<file path="src/rtl/piso_serializer_pkg.sv">
// Shared definitions for the parallel-in, serial-out transmitter.
package piso_serializer_pkg;

  typedef enum logic [1:0] {
    IDLE  = 2'd0,
    SHIFT = 2'd1,
    DONE  = 2'd2
  } state_t;

  // Bits needed to represent values 0 .. value-1.
  function automatic int clog2(input int value);
    int r;
    r = 0;
    for (int v = value - 1; v > 0; v = v >> 1) begin
      r++;
    end
    return r;
  endfunction

endpackage

</file>
<file path="src/rtl/piso_serializer_bit_counter.sv">
// Frame bit counter: counts accepted bits and flags the last one of the frame.
module bit_counter #(
  parameter int N  = 8,
  parameter int CW = 4
) (
  input  logic clk,
  input  logic rst,
  input  logic clear,
  input  logic en,
  output logic terminal
);

  logic [CW-1:0] count_reg;

  always_ff @(posedge clk or posedge rst) begin
    if (rst) begin
      count_reg <= '0;
    end else if (clear) begin
      count_reg <= '0;
    end else if (en) begin
      count_reg <= count_reg + CW'(1);
    end
  end

  assign terminal = (count_reg == CW'(N - 1));

endmodule

</file>
<file path="src/rtl/piso_serializer.sv">
// Parallel-in, serial-out transmitter with valid/ready load, per-bit shift
// enable, optional trailing even-parity bit and a one-cycle done pulse.
module piso_serializer
  import piso_serializer_pkg::*;
#(
  parameter int WIDTH     = 8,
  parameter int LSB_FIRST = 1,
  parameter int PARITY_EN = 0
) (
  input  logic             clk,
  input  logic             rst,
  input  logic [WIDTH-1:0] din,
  input  logic             load_valid,
  output logic             load_ready,
  input  logic             shift_en,
  output logic             sout,
  output logic             sout_valid,
  output logic             done
);

  localparam int N  = WIDTH + PARITY_EN;
  localparam int CW = clog2(N + 1);

  state_t         state_reg, state_next;
  logic [N-1:0]   shreg_reg;
  logic [N-1:0]   load_word;
  logic [N-1:0]   shifted;
  logic           head;
  logic           load;
  logic           shift;
  logic           cnt_clear;
  logic           cnt_en;
  logic           terminal;

  // Parity sits at the far end of the register so it leaves after the data.
  generate
    if (PARITY_EN != 0) begin : g_par
      if (LSB_FIRST != 0) begin : g_lsb
        assign load_word = {^din, din};
      end else begin : g_msb
        assign load_word = {din, ^din};
      end
    end else begin : g_nopar
      assign load_word = din;
    end

    if (LSB_FIRST != 0) begin : g_shr
      assign head    = shreg_reg[0];
      assign shifted = {1'b0, shreg_reg[N-1:1]};
    end else begin : g_shl
      assign head    = shreg_reg[N-1];
      assign shifted = {shreg_reg[N-2:0], 1'b0};
    end
  endgenerate

  bit_counter #(
    .N  (N),
    .CW (CW)
  ) u_bit_counter (
    .clk      (clk),
    .rst      (rst),
    .clear    (cnt_clear),
    .en       (cnt_en),
    .terminal (terminal)
  );

  always_ff @(posedge clk or posedge rst) begin
    if (rst) begin
      state_reg <= IDLE;
      shreg_reg <= '0;
    end else begin
      state_reg <= state_next;
      if (load) begin
        shreg_reg <= load_word;
      end else if (shift) begin
        shreg_reg <= shifted;
      end
    end
  end

  always_comb begin
    state_next = state_reg;
    load_ready = 1'b0;
    sout_valid = 1'b0;
    sout       = 1'b0;
    done       = 1'b0;
    load       = 1'b0;
    shift      = 1'b0;
    cnt_clear  = 1'b0;
    cnt_en     = 1'b0;
    case (state_reg)
      IDLE: begin
        load_ready = 1'b1;
        if (load_valid) begin
          load       = 1'b1;
          cnt_clear  = 1'b1;
          state_next = SHIFT;
        end
      end
      SHIFT: begin
        sout_valid = 1'b1;
        sout       = head;
        if (shift_en) begin
          shift  = 1'b1;
          cnt_en = 1'b1;
          if (terminal) begin
            state_next = DONE;
          end
        end
      end
      DONE: begin
        done       = 1'b1;
        state_next = IDLE;
      end
      default: begin
        state_next = IDLE;
      end
    endcase
  end

endmodule

</file>
<file path="config.mk">
export PLATFORM = sky130hd
export DESIGN_NAME = piso_serializer
export DESIGN_NICKNAME = d
export VERILOG_FILES = /design/src/rtl/piso_serializer_pkg.sv /design/src/rtl/piso_serializer_bit_counter.sv /design/src/rtl/piso_serializer.sv
export SDC_FILE = /design/constraint.sdc
export NUM_CORES = 1
export LEC_CHECK = 0
export CAP_MARGIN = 25
export CORE_MARGIN = 1
export CORE_UTILIZATION = 40
export DETAILED_ROUTE_END_ITERATION = 10
export PLACE_DENSITY_LB_ADDON = 0.3
export SLEW_MARGIN = 20
export SYNTH_ARGS = -nofsm -noshare
export SYNTH_HDL_FRONTEND = slang
export SYNTH_HIERARCHICAL = 1
export SYNTH_SLANG_ARGS = --single-unit
</file>
<file path="constraint.sdc">
create_clock -name clk -period 1.5 [get_ports clk]
set_clock_uncertainty 0.05 [all_clocks]
set_input_delay 0.15 -clock clk [delete_from_list [all_inputs] [get_ports clk]]
set_output_delay 0.15 -clock clk [all_outputs]
set_load 0.02 [all_outputs]
</file>
# Yosys cells after proc, flatten, opt, wreduce, memory -nomap -nowiden

Index checks and enable logic that the tools add are counted.

Word-level logic and storage cells: 29
Output and inout bits: 4
Register bits: 14
Bits of input ports: 12

Eq/ne operators: 6
Reductions and logical operators: 3
Muxes and demuxes: 16
Add/sub/neg operators: 1

Operators with widths:

| operator                                             | number |
|---|---|
| 2-to-1 mux 8 bit                                     | 2 |
| 2-to-1 mux 1 bit                                     | 8 |
| 2-to-1 mux 4 bit                                     | 2 |
| 2-to-1 mux 2 bit                                     | 3 |
| != test 2 bit (second input constant)                | 3 |
| adder 4 x 1 -> 4 bit (second input constant)         | 1 |
| equality test 4 x 3 -> 1 bit (second input constant) | 1 |
| one-hot mux 2 bit (2 select lines)                   | 1 |
| AND reduction 3 bit                                  | 1 |
| equality test 2 x 1 -> 1 bit (second input constant) | 1 |
| equality test 2 bit (second input constant)          | 1 |
| zero test 2 bit                                      | 1 |
| nonzero test 2 bit                                   | 1 |

# Depth between registers and ports, before layout

Gate-level depths: netlist (run 1).

Word-level depth: 4
Mapped depth: 6
Mapped depth without buffers: 6

# By module

Netlist (run 1), hierarchy kept.

Modules (own cells, without submodules):

| module          | area each (µm²) | seq. area each (µm²) | cells each | instances |
|---|---|---|---|---|
| piso_serializer | 510.5           | 250.2                | 46         | 1 |
| bit_counter     | 203.9           | 100.1                | 19         | 1 |

# Worst setup path after synthesis (run 1)

OpenSTA, ideal clock, no wires.

Path kind: register to register
Start: register state_reg[0]
End: register u_bit_counter.count_reg[3]
Buffers on the path: 0
Setup slack: -0.092 ns
Setup time: 0.125 ns
Period minus slack after synthesis: 1.592 ns
Required time: 1.325 ns
Data arrival time: 1.417 ns
Stages on the path, launching flop included: 5
Cell sequence: dfrtp_1 > nor2b_2 > and2_1 > nand4_1 > mux2_4

Longest elaborated chain between the ends: 3
Elaborated cells between the ends (all ways): 6
Those cells by class: eq/ne (1); mux (3); reduce/logical (2)

RTL lines:

| item                                | line                              | text |
|---|---|---|
| from (decl)                         | piso_serializer.sv:24             | `state_t state_reg, state_next;` |
| from (signal assigned)              | piso_serializer.sv:72             | `state_reg <= state_next;` |
| equality test 2 x 1 -> 1 bit        | piso_serializer.sv:91             | `case (state_reg)` |
| 2-to-1 mux 1 bit                    | piso_serializer.sv:91             |  |
| via cnt_en                          | piso_serializer.sv:32             | `logic cnt_en;` |
| nonzero test 2 bit (no source line) | -                                 |  |
| to (signal assigned)                | piso_serializer_bit_counter.sv:21 | `count_reg <= count_reg + CW'(1);` |
| to (decl)                           | piso_serializer_bit_counter.sv:13 | `logic [CW-1:0] count_reg;` |

The timed path passes the listed nets, and every way through them passes these cells.
A chain may end at the register's enable or synchronous reset.

# Final worst setup path (run 1)

Start: register state_reg[0]
End: output sout

Longest elaborated chain between the ends: 2

RTL lines:

| item                         | line                  | text |
|---|---|---|
| equality test 2 x 1 -> 1 bit | piso_serializer.sv:91 |  |
| 2-to-1 mux 1 bit             | piso_serializer.sv:91 |  |
| to (decl)                    | piso_serializer.sv:16 | `output logic sout,` |

No other way between the ends.

==> results of run 1 <==
==> cell families after synthesis <==
logic type | count (synthesis) | synth area share
adder cells (fa/ha/maj) | 1 | 0.0175
flip-flops | 14 | 0.490
AND/OR/NAND/NOR | 21 | 0.158
multiplexers | 2 | 0.0350
XOR/XNOR | 1 | 0.0123
AO/OA/AOI/OAI | 21 | 0.249
buffers and inverters | 5 | 0.0385
==> critical path, delay by kind of cell, from the launching register on <==
family,cells,cell delay (ps)
flops,1,450
simple gates,2,300
buf+inv,1,150
==> worst max-delay path by stage <==
stage,endpoint,depth (start not counted)
floorplan,u_bit_counter/count_reg[3],4
global placement,shreg_reg[1],5
detailed placement,shreg_reg[1],5
CTS,sout,3
global route,sout,3
finish,sout,3
==> per-layer routing <==
layer / up-vias / wire (um)
li1: 290 / -
met1: 276 / 739
met2: 15 / 652
met3: 2 / 81
met4: 0 / 13
met5: - / 0
==> report_power, final <==
group / switching, mW / leakage, nW / internal [mW]
clock network: 0.123 / 0.0210 / 0.148
registers: 0.118 / 0.163 / 0.547
logic: 0.349 / 0.264 / 0.456
==> what timing repair did <==
action / in CTS / in global routing
endpoints found under the setup margin: 4 / 6
setup buffers: 0 / 0
gates resized for setup: 11 / 5
==> stage by stage <==
stage,area [sq um],TNS (ps)
finish,986,0
global route,986,0
CTS,1010,0
detailed placement,968,-43.0
global placement,968,-115
floorplan,722,0
==> area by class of cell <==
cell class / count / area share
Sequential cell: 14 / 0.358
Clock buffer: 4 / 0.0368
Multi-Input combinational cell: 46 / 0.349
Inverter: 3 / 0.0114
Tap cell: 24 / 0.0305
Timing Repair Buffer: 25 / 0.214
==> placed cells by master (no fill, tap or decap), drive strengths merged <==
master / n
nor2b: 3
o21ai: 2
and2: 2
clkdlybuf4s50: 11
a2bb2oi: 1
nand2b: 1
buf: 12
clkdlybuf4s15: 1
and2b: 1
nor2: 6
inv: 3
a21oi: 3
mux2: 1
mux2i: 1
xnor2: 1
o22a: 14
nand4: 1
and3: 1
nand2: 5
ha: 1
a21bo: 1
nand3b: 1
clkbuf: 5
dfrtp: 14
==> flow_metrics.py, run 1 <==
metrics = {
    "outcome": {
        "outcome": "completed",
    },
    "detailed_routing": {
        "num_vias": 583,
        "drt-vias-per-instance": 5.03,
        "dr.pass1.iters": 6,
        "drtIter0Drc": 10,
        "drcViolationCount": 0,
        "routed_wl_um": 1490,
        "wl_per_cell_um": 12.8,
        "antenna_left": 0,
    },
    "power": {
        "power_density_nw_per_um2": 1770,
        "p_leak_nw": 0.449,
        "peakVddDrop_mv": 0.823,
        "power.total_mw": 1.74,
    },
    "sta": {
        "fmax_mhz": 725,
        "worstMarginPinSlew_ps": 386,
        "min_period_ps": 1380,
        "slew_violations": 0,
        "maxSlewHeadroom": 0.743,
        "hold_slack_ps": 19.5,
        "setup_viol": 0,
        "finalCritPeriodShare": 0.919,
        "hold_violations": 0,
        "rsz0062_at_grt": "false",
        "setup_ws_ps": 121,
    },
    "worst_setup_path": {
        "crit_start": "state_reg[0]",
        "end_kind": "primary output",
        "cp_cell_sequence": "nor2b_4 -> and2_1 -> buf_2",
        "r2r.worst_path.cells": 4,
        "r2r_end": "u_bit_counter/count_reg[3]",
        "required_ps": 1300,
        "crit_arrival_ps": 1180,
        "r2r-start": "state_reg[1]",
        "critPathKind": "reg -> out",
        "max_stage_delay_ps": 450,
        "regToRegSetupSlack_ps": 130,
        "worstPathMaxFanout": 6,
        "slowest_stage": "dfrtp_2",
        "startpoint_type": "flip-flop",
    },
    "clock_network": {
        "insertion_delay_ps": 280,
        "cts.sinks": 14,
        "htreeDepth": 1,
        "cts_max_path_buffers": 2,
        "tritoncts": "built",
        "numCtsBuffers": 3,
        "postCtsHoldBufs": 0,
        "clk_pin_slew_ps": 90,
        "cts_root_buffer": "clkbuf_4",
    },
    "global_route": {
        "top_usage_layer": "met2",
        "grt_start_max_net_pins": 11,
        "grt.total_usage": 0.178,
        "globalRouteMet1Util": 0.228,
        "overflow": 0,
        "grt_pass1_wl_um": 2460,
        "grt_pass1_vias": 591,
        "met2_usage": 0.274,
        "met3_usage": 0.0857,
        "antenna_found_initial": 0,
    },
    "logic_synthesis": {
        "netlist_instances": 65,
        "synth_common_cells": "dfrtp_1 (14), o22a_1 (14), nor2_1 (6)",
        "syn_area_per_cell_sq_um": 11.0,
        "ys_seq_area_frac": 0.490,
        "synth_edf_count": 0,
        "yosys_warnings": 6,
        "async_flop_share": 1.00,
        "syn_nets": 78,
        "synth_cell_types": 25,
        "synth-main-ff-cell": "dfrtp_1",
        "postSynthRegisterBits": 14,
        "synth_top_area_share": 0.490,
        "synth_area_leader_cell": "dfrtp_1",
        "synth_area_leaders": "dfrtp_1 (49%), o22a_1 (17%), nor2_1 (3.2%)",
        "syn_area_sq_um": 714,
    },
    "floorplan": {
        "start_util": 0.448,
        "core_sq_um": 1590,
        "die_w_um": 44.3,
        "design.die.area_sq_um": 1960,
        "die_y_um": 44.3,
        "ios": 16,
        "rows": 14,
    },
    "finish": {
        "layout-drive-gt1-share": 0.293,
        "area_growth_syn_to_layout_pct": 38.0,
        "seqCellArea_sq_um": 353,
        "multi_input_area_sq_um": 344,
        "nets": 106,
        "num_antenna_cells": 0,
        "final_cells": 116,
        "largest_reg_flops": 8,
        "final_util": 0.619,
        "final.fill_count": 142,
    },
    "place": {
        "place_hpwl_um": 1130,
        "globalplace.congestion": 0.730,
        "dp.cells": 113,
        "io_buffers": 15,
        "pre_cts_ws_ps": -19.0,
    },
    "flow_run": {
        "maxCapViolations": 0,
    },
    "worst_hold_path": {
        "hp-class": "in -> async",
    },
}
Note: power is estimated with default switching activity, not from simulation.
==> run 2, diff against run 1 <==
MAX_ROUTING_LAYER = met4   (was unset)
SLEW_MARGIN = unset   (was 20)
==> flow_metrics.py, run 2 (same netlist as run 1, synthesis figures left out) <==
metrics = {
    "power": {
        "pwr-share-seq": 0.382,
        "power.total_mw": 1.74,
        "internal_power_mw": 1.15,
        "power_frac_comb": 0.462,
        "pwr-share-clk": 0.156,
        "p_sw_mw": 0.590,
        "peakVddDrop_mv": 0.823,
        "power_density_nw_per_um2": 1770,
        "switching_share": 0.339,
        "p_leak_nw": 0.449,
    },
    "clock_network": {
        "cts_root_buffer": "clkbuf_4",
        "clk_pin_slew_ps": 90,
        "tritoncts": "built",
        "cts_max_path_buffers": 2,
        "insertion_delay_ps": 280,
        "htreeDepth": 1,
        "postCtsHoldBufs": 0,
        "cts.sinks": 14,
        "numCtsBuffers": 3,
    },
    "detailed_routing": {
        "drcViolationCount": 0,
        "drtIter0Drc": 10,
        "drt-vias-per-instance": 5.03,
        "routed_wl_um": 1490,
        "num_vias": 583,
        "antenna_left": 0,
        "dr.pass1.iters": 6,
        "wl_per_cell_um": 12.8,
    },
    "finish": {
        "num_antenna_cells": 0,
        "seqCellArea_sq_um": 353,
        "nets": 106,
        "area_growth_syn_to_layout_pct": 38.0,
        "multi_input_area_sq_um": 344,
        "final.fill_count": 142,
        "final_util": 0.619,
        "final_common_cell": "o22a_1",
        "largest_reg_flops": 8,
        "layout-drive-gt1-share": 0.293,
        "design_area_sq_um": 986,
        "final_cell_mix": "o22a_1 (14), dfrtp_1 (12), clkdlybuf4s50_1 (11)",
        "final_cells": 116,
    },
    "floorplan": {
        "design.die.area_sq_um": 1960,
        "ios": 16,
        "die_w_um": 44.3,
        "rows": 14,
        "start_util": 0.448,
        "core_sq_um": 1590,
        "die_y_um": 44.3,
    },
    "sta": {
        "worstMarginPinSlew_ps": 386,
        "min_period_ps": 1380,
        "setup_viol": 0,
        "finalCritPeriodShare": 0.919,
        "setup_ws_ps": 121,
        "maxSlewHeadroom": 0.743,
        "rsz0062_at_grt": "false",
        "hold_violations": 0,
        "fin_tns_setup_ps": 0,
        "hold_slack_ps": 19.6,
        "fmax_mhz": 725,
        "slew_violations": 0,
    },
    "worst_setup_path": {
        "r2r.worst_path.cells": 4,
        "startpoint_type": "flip-flop",
        "worstPathMaxFanout": 6,
        "end_kind": "primary output",
        "crit_start": "state_reg[0]",
        "regToRegSetupSlack_ps": 130,
        "critPathKind": "reg -> out",
        "r2r-start": "state_reg[1]",
        "crit_arrival_ps": 1180,
        "required_ps": 1300,
    },
    "global_route": {
        "grt_pass1_vias": 590,
        "grt.total_usage": 0.183,
        "antenna_found_initial": 0,
        "overflow": 0,
        "grt_pass1_wl_um": 2470,
        "grt_start_max_net_pins": 11,
    },
    "worst_hold_path": {
        "hp-class": "in -> async",
    },
    "place": {
        "dp.cells": 113,
        "pre_cts_ws_ps": -19.0,
        "globalplace.congestion": 0.739,
        "place_hpwl_um": 1130,
        "io_buffers": 15,
        "placed_area_sq_um": 968,
    },
    "flow_run": {
        "maxCapViolations": 0,
    },
    "outcome": {
        "outcome": "completed",
    },
}
run 2: cell counts in the layout (fill, tap and decap cells not counted):
Identical to the previous run, type by type.
run 2: area by class of cell:
| class | count | area share |
|---|---|---|
| Clock buffer | 4 | 0.0368 |
| Inverter | 3 | 0.0114 |
| Multi-Input combinational cell | 46 | 0.349 |
| Sequential cell | 14 | 0.358 |
| Tap cell | 24 | 0.0305 |
| Timing Repair Buffer | 25 | 0.214 |
run 2: critical path, stage by stage, from the launching register on:
cell	delay [ps]
dfrtp_2	450
nor2b_4	150
and2_1	150
buf_2	150
run 2: routing by layer:
layer  up-vias  global-route usage  share of wire
met2        15               0.274           0.44
met5         -                   -              0
met4         0              0.0364         0.0087
met1       276               0.228           0.50
li1        290                   -              -
met3         2              0.0857          0.054
run 2: repair_timing:
item                                    in CTS  in global routing
resized for setup                           11                  5
endpoints found under the setup margin       4                  6
setup buffers                                0                  0
run 2: path summary, 6_finish.rpt:
kind | to
min | u_bit_counter/count_reg[0]
min reg2reg | shreg_reg[6]
max | sout
max in group asynchronous | state_reg[0]
min in group clk | shreg_reg[6]
max reg2reg | u_bit_counter/count_reg[3]
run 2: power by group through the flow:
stage / Sequential, mW / Combinational (mW) / Clock, mW
finish: 0.666 / 0.805 / 0.271
global route: 0.688 / 0.874 / 0.302
CTS: 0.661 / 0.849 / 0.280
detailed placement: 0.668 / 0.858 / 0
global placement: 0.660 / 0.846 / 0
floorplan: 0.643 / 0.571 / 0
==> run 3, diff against run 2 <==
SYNTH_HIERARCHICAL = unset   (was 1)
==> flow_metrics.py, run 3 <==
metrics = {
    "worst_setup_path": {
        "end_kind": "primary output",
        "crit_start": "state_reg[1]",
        "required_ps": 1300,
        "crit_path_end": "sout",
        "critPathKind": "reg -> out",
        "r2r-start": "state_reg[1]",
        "r2r.worst_path.cells": 4,
        "r2r_end": "u_bit_counter.count_reg[1]",
        "startpoint_type": "flip-flop",
        "worstPathMaxFanout": 3,
        "crit_arrival_ps": 1230,
        "regToRegSetupSlack_ps": 80,
    },
    "global_route": {
        "globalRouteMet1Util": 0.235,
        "grt_pass1_vias": 546,
        "antenna_found_initial": 0,
        "overflow": 0,
        "grt_start_max_net_pins": 15,
        "met3_usage": 0.0417,
        "grt_pass1_wl_um": 2360,
        "top_usage_layer": "met2",
        "met2_usage": 0.255,
        "grt.total_usage": 0.181,
    },
    "flow_run": {
        "maxCapViolations": 0,
    },
    "place": {
        "dp.cells": 100,
        "place_hpwl_um": 989,
        "globalplace.congestion": 0.726,
        "io_buffers": 15,
    },
    "logic_synthesis": {
        "postSynthRegisterBits": 14,
        "yosysMostFrequentCell": "dfrtp_1",
        "async_flop_share": 1.00,
        "synth_top_family_by_area": "simple AND/OR/NAND/NOR gates",
        "synth_area_leaders": "dfrtp_1 (51%), a22o_1 (3.8%), nor2_1 (3.3%)",
        "yosys_warnings": 0,
        "synth_area_leader_cell": "dfrtp_1",
        "synth_common_cells": "dfrtp_1 (14), nor2_1 (6), nand2_1 (4)",
        "syn_area_per_cell_sq_um": 10.9,
        "syn_area_sq_um": 688,
        "netlist_instances": 63,
        "synth_top_area_share": 0.509,
        "synth_edf_count": 0,
        "syn_nets": 76,
        "synth-main-ff-cell": "dfrtp_1",
        "synth_cell_types": 26,
        "synth_xor_area_frac": 0,
        "synthAdderAreaFrac": 0.0182,
        "synth-simple-area-share": 0.276,
        "synth-compound-area-share": 0.142,
        "muxShareOfSynthArea": 0.0145,
        "ys_seq_area_frac": 0.509,
    },
    "detailed_routing": {
        "drt-vias-per-instance": 5.29,
        "routed_wl_um": 1370,
        "wl_per_cell_um": 13.1,
        "drtIter0Drc": 7,
        "antenna_left": 0,
        "num_vias": 550,
        "drcViolationCount": 0,
        "dr.pass1.iters": 4,
    },
    "sta": {
        "setup_viol": 0,
        "worstMarginPinSlew_ps": 534,
        "rsz0062_at_grt": "false",
        "hold_slack_ps": 154,
        "min_period_ps": 1430,
        "maxSlewHeadroom": 0.643,
        "hold_violations": 0,
        "finalCritPeriodShare": 0.953,
        "slew_violations": 0,
        "fmax_mhz": 700,
    },
    "worst_hold_path": {
        "hp-class": "in -> async",
    },
    "clock_network": {
        "cts.sinks": 14,
        "clk_pin_slew_ps": 80,
        "tritoncts": "built",
        "numCtsBuffers": 3,
        "insertion_delay_ps": 280,
        "post_cts_buffers": 0,
        "cts_max_path_buffers": 2,
        "htreeDepth": 1,
        "cts_root_buffer": "clkbuf_4",
    },
    "floorplan": {
        "ios": 16,
        "core_sq_um": 1560,
        "die_y_um": 43.5,
        "design.die.area_sq_um": 1890,
        "rows": 14,
        "die_w_um": 43.5,
        "start_util": 0.441,
    },
    "power": {
        "power_density_nw_per_um2": 1710,
        "peakVddDrop_mv": 0.986,
        "p_leak_nw": 0.446,
    },
    "outcome": {
        "outcome": "completed",
    },
    "finish": {
        "seqCellArea_sq_um": 350,
        "final_cells": 104,
        "nets": 102,
        "final_common_cell": "dfrtp_1",
        "num_antenna_cells": 0,
        "area_growth_syn_to_layout_pct": 34.2,
        "layout-drive-gt1-share": 0.250,
        "final.fill_count": 128,
        "final_cell_mix": "dfrtp_1 (14), clkdlybuf4s50_1 (11), buf_4 (9)",
        "largest_reg_flops": 8,
        "multi_input_area_sq_um": 313,
    },
}
## run 3: cell types whose count changed in the layout (fill, tap and decap cells not counted), moves of 2 or more
cell     change
a22oi_1      +2
nor2b_1      -2
nor3_1       +3
a22o_1       +3
o22a_1      -14
dfrtp_1      +2
o22ai_1      +3
dfrtp_2      -2
nand3_1      +3
## run 3: where the power goes
part / leakage (nW) / internal (mW) / total (mW) / switching [mW]
clock network: 0.0210 / 0.148 / 0.266 / 0.118
logic: 0.253 / 0.329 / 0.656 / 0.327
registers: 0.172 / 0.539 / 0.656 / 0.117
total: 0.446 / 1.02 / 1.58 / 0.563
## run 3: cell families (layout without fill, tap and decap cells)
group	count (synthesis)	count (layout)
AND/OR/NAND/NOR	27	27
AO/OA/AOI/OAI	15	15
flip-flops	14	14
buffers and inverters	5	30
adder cells (fa/ha/maj)	1	1
multiplexers	1	1
## run 3: through the flow
step	setup slack (ps)	area [sq um]	TNS (ps)	util	total power [mW]
after floorplan	152	688	0	-	1.09
after global placement	-81.0	902	-383	0.579	1.33
after detailed placement	-88.9	902	-476	0.579	1.34
after CTS	4.43	931	0	0.597	1.59
after global routing	10.0	923	0	0.592	1.70
final	70.4	923	0	0.592	1.58
## run 3: timing repair
action | 4_1_cts | 5_1_grt
endpoints found under the setup margin | 7 | 3
hold buffers | 0 | 0
resized for setup | 13 | 5
## run 3: worst min path at each step
stage                                     startpoint                          to  depth (start not counted)
after floorplan                                  rst                shreg_reg[0]                          1
after global placement    u_bit_counter.count_reg[3]  u_bit_counter.count_reg[3]                          1
after detailed placement                shreg_reg[0]                shreg_reg[0]                          1
after CTS                                        rst                shreg_reg[4]                          2
after global routing                             rst                shreg_reg[3]                          2
final                                            rst                shreg_reg[3]                          2
## run 3: layer usage
layer,wire [um],vias up
met5,0,-
met2,604,13
met4,34,0
li1,-,281
met3,61,4
met1,666,252
## run 3: final cells by class
type                    count  area share
flip-flops and latches     14       0.379
multi-input cells          44       0.339
repair buffers             23       0.209
clock buffers               4      0.0393
well taps                  16      0.0217
inverters                   3      0.0122
## run 3: worst max-delay path, cell delays in order (launching register included)
cell and delay [ps]:
dfrtp_1 390, or2b_1 250, inv_2 70, and2_1 120
buf_4 130
